$ cat config.mk
export PLATFORM = sky130hd
export DESIGN_NAME = q2_30_mul
export DESIGN_NICKNAME = d
export VERILOG_FILES = /design/src/rtl/q2_30_mul.sv
export SDC_FILE = /design/constraint.sdc
export NUM_CORES = 1
export LEC_CHECK = 0
export ABC_AREA = 1
export CAP_MARGIN = 20
export CORE_UTILIZATION = 30
export CTS_CLUSTER_DIAMETER = 100
export DETAILED_ROUTE_END_ITERATION = 7
export SLEW_MARGIN = 20
export SYNTH_ARGS = -nofsm -noshare
export SYNTH_HDL_FRONTEND = slang
export SYNTH_SLANG_ARGS = --single-unit
$ cat constraint.sdc
create_clock -name i_clk -period 3 [get_ports i_clk]
set_clock_uncertainty 0.1 [all_clocks]
set_input_delay 0.6 -clock i_clk [delete_from_list [all_inputs] [get_ports i_clk]]
set_output_delay 0.6 -clock i_clk [all_outputs]
set_load 0.02 [all_outputs]
$ cat src/rtl/q2_30_mul.sv
// q2_30_mul -- sequential signed multiplier: 32-bit signed integer times a
// signed Q2.30 value, giving a signed Q2.30 result.
// The magnitudes are multiplied by shift-add, one multiplier bit per cycle,
// and the sign is applied at the end. A result is presented 33 cycles after
// the start edge.
// Optional feature: define Q2_30_MUL_SAT_EN to saturate the result on
// overflow. Without it the result wraps. o_overflow behaves the same in both
// builds.
module q2_30_mul (
   input  logic        i_clk,
   input  logic        i_rst,
   input  logic        i_start,
   input  logic [31:0] i_multiplicand,
   input  logic [31:0] i_multiplier,
   output logic [31:0] o_product,
   output logic        o_done,
   output logic        o_busy,
   output logic        o_overflow
);

   typedef enum logic [1:0] {
      IDLE         = 2'd0,
      MULTIPLY     = 2'd1,
      SIGN_CORRECT = 2'd2
   } state_t;

   state_t      state_q, state_d;
   logic        sign_q, sign_d;
   logic [31:0] mcand_q, mcand_d;     // |multiplicand|, held for the whole operation
   logic [31:0] mplier_q, mplier_d;   // |multiplier|, shifted right one bit per cycle
   logic [63:0] acc_q, acc_d;         // partial product; holds P when MULTIPLY ends
   logic [5:0]  count_q, count_d;     // multiplier bits still to process
   logic [31:0] product_q, product_d;
   logic        overflow_q, overflow_d;
   logic        done_q, done_d;

   // Helper values for the shift-add step and the final sign correction.
   logic [32:0] sum;
   logic [31:0] mag;
   logic [31:0] wrapped;
   logic        ovf;

   // The upper half of the accumulator adds the multiplicand when the current
   // multiplier bit is set. The accumulator then shifts right so that after
   // 32 steps it holds the full 64-bit product.
   always_comb begin
      sum     = {1'b0, acc_q[63:32]} + (mplier_q[0] ? {1'b0, mcand_q} : 33'd0);
      mag     = acc_q[31:0];
      wrapped = sign_q ? (~mag + 32'd1) : mag;
      // A negative result can reach -2^31. A positive result stops at 2^31-1.
      ovf     = sign_q ? (acc_q > 64'h0000_0000_8000_0000)
                       : (acc_q >= 64'h0000_0000_8000_0000);
   end

   // Next-state and datapath control for the three-state sequencer.
   always_comb begin
      // NOTE: every signal gets a default first. Any path through the case
      // that leaves a signal unassigned would otherwise infer a latch.
      state_d    = state_q;
      sign_d     = sign_q;
      mcand_d    = mcand_q;
      mplier_d   = mplier_q;
      acc_d      = acc_q;
      count_d    = count_q;
      product_d  = product_q;
      overflow_d = overflow_q;
      done_d     = 1'b0;

      case (state_q)
         IDLE: begin
            if (i_start) begin
               sign_d   = i_multiplicand[31] ^ i_multiplier[31];
               // The 32-bit negation of 0x80000000 is 0x80000000. Read as
               // unsigned, that is 2^31, which is the magnitude we need.
               mcand_d  = i_multiplicand[31] ? (~i_multiplicand + 32'd1) : i_multiplicand;
               mplier_d = i_multiplier[31] ? (~i_multiplier + 32'd1) : i_multiplier;
               acc_d    = 64'd0;
               count_d  = 6'd32;
               state_d  = MULTIPLY;
            end
         end

         MULTIPLY: begin
            acc_d    = {sum, acc_q[31:1]};
            mplier_d = {1'b0, mplier_q[31:1]};
            count_d  = count_q - 6'd1;
            if (count_q == 6'd1) begin
               state_d = SIGN_CORRECT;
            end
         end

         SIGN_CORRECT: begin
            overflow_d = ovf;
`ifdef Q2_30_MUL_SAT_EN
            if (ovf) begin
               product_d = sign_q ? 32'h8000_0000 : 32'h7FFF_FFFF;
            end else begin
               product_d = wrapped;
            end
`else
            product_d = wrapped;
`endif
            done_d  = 1'b1;
            state_d = IDLE;
         end

         default: begin
            state_d = IDLE;
         end
      endcase
   end

   // State register with synchronous active-high reset.
   always_ff @(posedge i_clk) begin
      // NOTE: sequential state uses non-blocking assignments only. All flops
      // then sample values from before the edge, whatever order the
      // statements are written in.
      if (i_rst) begin
         state_q    <= IDLE;
         sign_q     <= 1'b0;
         mcand_q    <= 32'd0;
         mplier_q   <= 32'd0;
         acc_q      <= 64'd0;
         count_q    <= 6'd0;
         product_q  <= 32'd0;
         overflow_q <= 1'b0;
         done_q     <= 1'b0;
      end else begin
         state_q    <= state_d;
         sign_q     <= sign_d;
         mcand_q    <= mcand_d;
         mplier_q   <= mplier_d;
         acc_q      <= acc_d;
         count_q    <= count_d;
         product_q  <= product_d;
         overflow_q <= overflow_d;
         done_q     <= done_d;
      end
   end

   assign o_product  = product_q;
   assign o_overflow = overflow_q;
   assign o_done     = done_q;
   assign o_busy     = (state_q != IDLE);

endmodule

==> impl_metrics.yaml <==
global_routing:
  grt_max_degree: 86
  antenna_found_initial: 1
  grt_pass1_vias: 11200
  grt_pass1_wl_mm: 57.4
  track_usage_pct: 18.3
  grt_overflow: 0
synth:
  synthMuxAreaShare_pct: 0
  yosysUniqueCellTypes: 48
  synth_xor_area_share_pct: 2.99
  synth_seq_area_share_pct: 29.9
  ys_ff_latch: 171
  synth_simple_gate_area_share_pct: 34.7
  syn_nets: 1933
  synth_compound_area_share_pct: 16.4
  synth_flop_cell: "dfxtp_1"
  synth_edf_count: 0
  ys_warn_count: 0
  synth.cell_area_um2: 11400
  synth_area_per_cell_um2: 6.25
  synthAdderAreaFrac_pct: 4.22
  synth_top_family_by_area: "simple AND/OR/NAND/NOR gates"
  syn-instance-count: 1828
  async_flop_share_pct: 0
critical_path:
  crit_path_cell_trace: "buf_4 > nand2_1 > inv_1 > ha_1 > nand2_1 > inv_1 > nand2_1 > inv_1 > a21oi_1 > nand2_1 > or2_2 > nand3_1 > a21oi_1"
  required_ns: 3.20
  cp_num_buf_inv: 4
  critPathLaunch: "mplier_q[0]$_SDFFE_PP0P_"
  arrival_ns: 2.64
  end_kind: "flip-flop"
  path_delay_family: "simple AND/OR/NAND/NOR gates"
  crit_fanout: 16
  crit_path_top_delay_cell: "dfxtp_1"
  crit_path_max_incr_delay_ns: 0.35
  path_class: "flip-flop to flip-flop"
  r2r-start: "mplier_q[0]$_SDFFE_PP0P_"
  startpoint_type: "flip-flop"
  cp_common_cell: "nand2_1"
drt:
  dr.pass1.iters: 5
  drt-initial-drc-count: 775
  wl_per_cell_um: 14.4
  vias: 11900
  drc: 0
  via_per_inst: 4.90
  wirelength_mm: 34.8
  ant_nets: 0
cells_and_area:
  fillers: 4094
  layout-drive-gt1-share_pct: 5.24
  syn_to_final_growth_pct: 18.0
  finish.utilization_pct: 35.9
  multi_input_area_um2: 6660
  seqCellArea_um2: 3420
  layout.nets: 2001
  diodes: 0
power:
  p_comb_share_pct: 15.0
  vdd_drop_max_v: 0.000400
  power_switching_mw: 1.55
  p_leak_nw: 6.32
  seqPwrFrac_pct: 44.2
  intPower_mw: 3.96
  clkPwrFrac_pct: 40.7
  pwr_density_cell_nw_per_um2: 409
  switching_share_pct: 28.2
sta:
  period_needed_ns: 2.44
  worst_slack_ns: 0.559
  tightest_slew_ns: 0.740
  fin_crit_sh_pct: 81.4
  setup_violations: 0
  slew_viol_final: 0
  max_slew_margin_pct: 50.6
  fmax_mhz: 410
  rsz0062_at_grt: "false"
  setup_tns_ns: 0
  final_hold_viol_count: 0
floorplan:
  row_count: 71
  io_pins: 102
  coreArea_um2: 37600
  start_util_pct: 30.4
  die_h_um: 197
  die_x_um: 197
  dieArea_um2: 38900
clock_tree:
  clock-sinks: 171
  clockBufferDepth: 2
  clk_transition_reported_paths_ns: 0.07
  root_buffer: "clkbuf_16"
  cts_hold_buf: 0
  insertion_delay_ns: 0.44
  cts_resized: 0
  htreeDepth: 4
  post_cts_buffers: 0
  numCtsBuffers: 17
  cts_tree: "built"
status:
  status: "finished clean"
placement:
  gp_congestion: 0.919
  portBuffers: 101
  dp_hpwl_mm: 26.5
  pre_cts_ws_ns: 0.421
hold_path:
  hold_start: "mplier_q[31]$_SDFFE_PP0P_"
  hold_path_class: "flip-flop to flip-flop"
job:
  maxCapViolations: 0
==> cells in the mapped netlist, types with 20 or more instances <==
| master | number | share of area (%) |
|---|---|---|
| xor2_1 | 34 | 2.6 |
| clkbuf_1 | 38 | 1.2 |
| a21oi_1 | 140 | 6.1 |
| nor2_1 | 182 | 6.0 |
| nand3_1 | 137 | 6.0 |
| ha_1 | 37 | 4.0 |
| dfxtp_1 | 171 | 30 |
| a22oi_1 | 20 | 1.3 |
| nand4_1 | 25 | 1.4 |
| nand2_1 | 486 | 16 |
| buf_2 | 21 | 0.92 |
| nor3_1 | 20 | 0.88 |
| o32ai_1 | 32 | 2.5 |
| inv_1 | 265 | 8.7 |
| o21ai_0 | 78 | 3.4 |
==> power groups by stage <==
stage / registers (mW) / clock network, mW / logic (mW)
after global routing: 2.45 / 2.37 / 0.931
after global placement: 2.49 / 0 / 0.822
after CTS: 2.44 / 2.29 / 0.834
after detailed placement: 2.49 / 0 / 0.831
after floorplan: 2.47 / 0 / 0.536
final: 2.44 / 2.25 / 0.829
==> final timing paths <==
| kind | endpoint | slack [ns] | cells past startpoint |
|---|---|---|---|
| setup / recovery | acc_q[44]$_SDFFE_PP0P_ | 0.56 | 13 |
| hold / removal | mplier_q[31]$_SDFFE_PP0P_ | 0.37 | 2 |
| setup reg to reg | acc_q[44]$_SDFFE_PP0P_ | 0.56 | 13 |
| hold reg to reg | mplier_q[31]$_SDFFE_PP0P_ | 0.37 | 2 |
==> worst register-to-register path: stages, from the launching register on <==
cell and delay, ns:
dfxtp_1 0.35, buf_4 0.22, nand2_1 0.08, inv_1 0.07, ha_1 0.28, nand2_1 0.13, inv_1 0.06, nand2_1 0.09
inv_1 0.10, a21oi_1 0.17, nand2_1 0.16, or2_2 0.31, nand3_1 0.11, a21oi_1 0.08
==> cell type report <==
class | count | area share [%]
Multi-Input combinational cell | 1315 | 49.4
Sequential cell | 171 | 25.4
Timing Repair Buffer | 119 | 8.57
Inverter | 272 | 7.57
Tap cell | 511 | 4.74
Clock buffer | 21 | 3.49
Clock inverter | 9 | 0.844
==> logic make-up after synthesis <==
kind of cell             after synthesis
XOR/XNOR                              39
buffers and inverters                342
AND/OR/NAND/NOR                      918
flip-flops                           171
AO/OA/AOI/OAI                        320
adder cells (fa/ha/maj)               38
==> through the flow <==
step	area [um2]	total power [mW]	cells	hold WS [ns]
floorplan	11400	3.01	1828	0.338
global placement	12900	3.31	2388	0.359
detailed placement	12900	3.32	2388	0.365
CTS	13500	5.56	2418	0.375
global route	13500	5.75	2418	0.413
finish	13500	5.52	2418	0.370
==> routing by layer <==
| layer | vias to the layer above | routed length (um) | global-route usage, % |
|---|---|---|---|
| met2 | 274 | 16600 | 31.8 |
| met4 | 2 | 685 | 5.23 |
| met1 | 5451 | 16200 | 23.6 |
| li1 | 6092 | - | - |
| met5 | - | 13 | 0 |
| met3 | 37 | 1340 | 2.51 |
==> layout by cell type, fill, tap and decap left out, types with 6 or more instances in the layout <==
| master | n |
|---|---|
| a21oi_1 | 140 |
| a22oi_1 | 20 |
| a31oi_1 | 14 |
| buf_4 | 18 |
| clkbuf_16 | 17 |
| clkdlybuf4s50_1 | 100 |
| dfxtp_1 | 171 |
| ha_1 | 37 |
| inv_1 | 265 |
| nand2_1 | 486 |
| nand3_1 | 137 |
| nand3b_1 | 10 |
| nand4_1 | 25 |
| nor2_1 | 182 |
| nor2_2 | 12 |
| nor2_4 | 7 |
| nor3_1 | 20 |
| nor4_1 | 11 |
| o211ai_1 | 6 |
| o21ai_0 | 78 |
| o21ai_1 | 9 |
| o221ai_1 | 6 |
| o32ai_1 | 32 |
| or2_2 | 14 |
| xor2_1 | 34 |
==> state kept, by name (all words and copies together) (netlist names) <==
| register | cells |
|---|---|
| mcand_q | 32 |
| o_overflow | 1 |
| o_done | 1 |
| acc_q | 64 |
| sign_q | 1 |
| state_q | 2 |
| count_q | 6 |
| o_product | 32 |
| mplier_q | 32 |
Power figures use the tool's default switching activity.
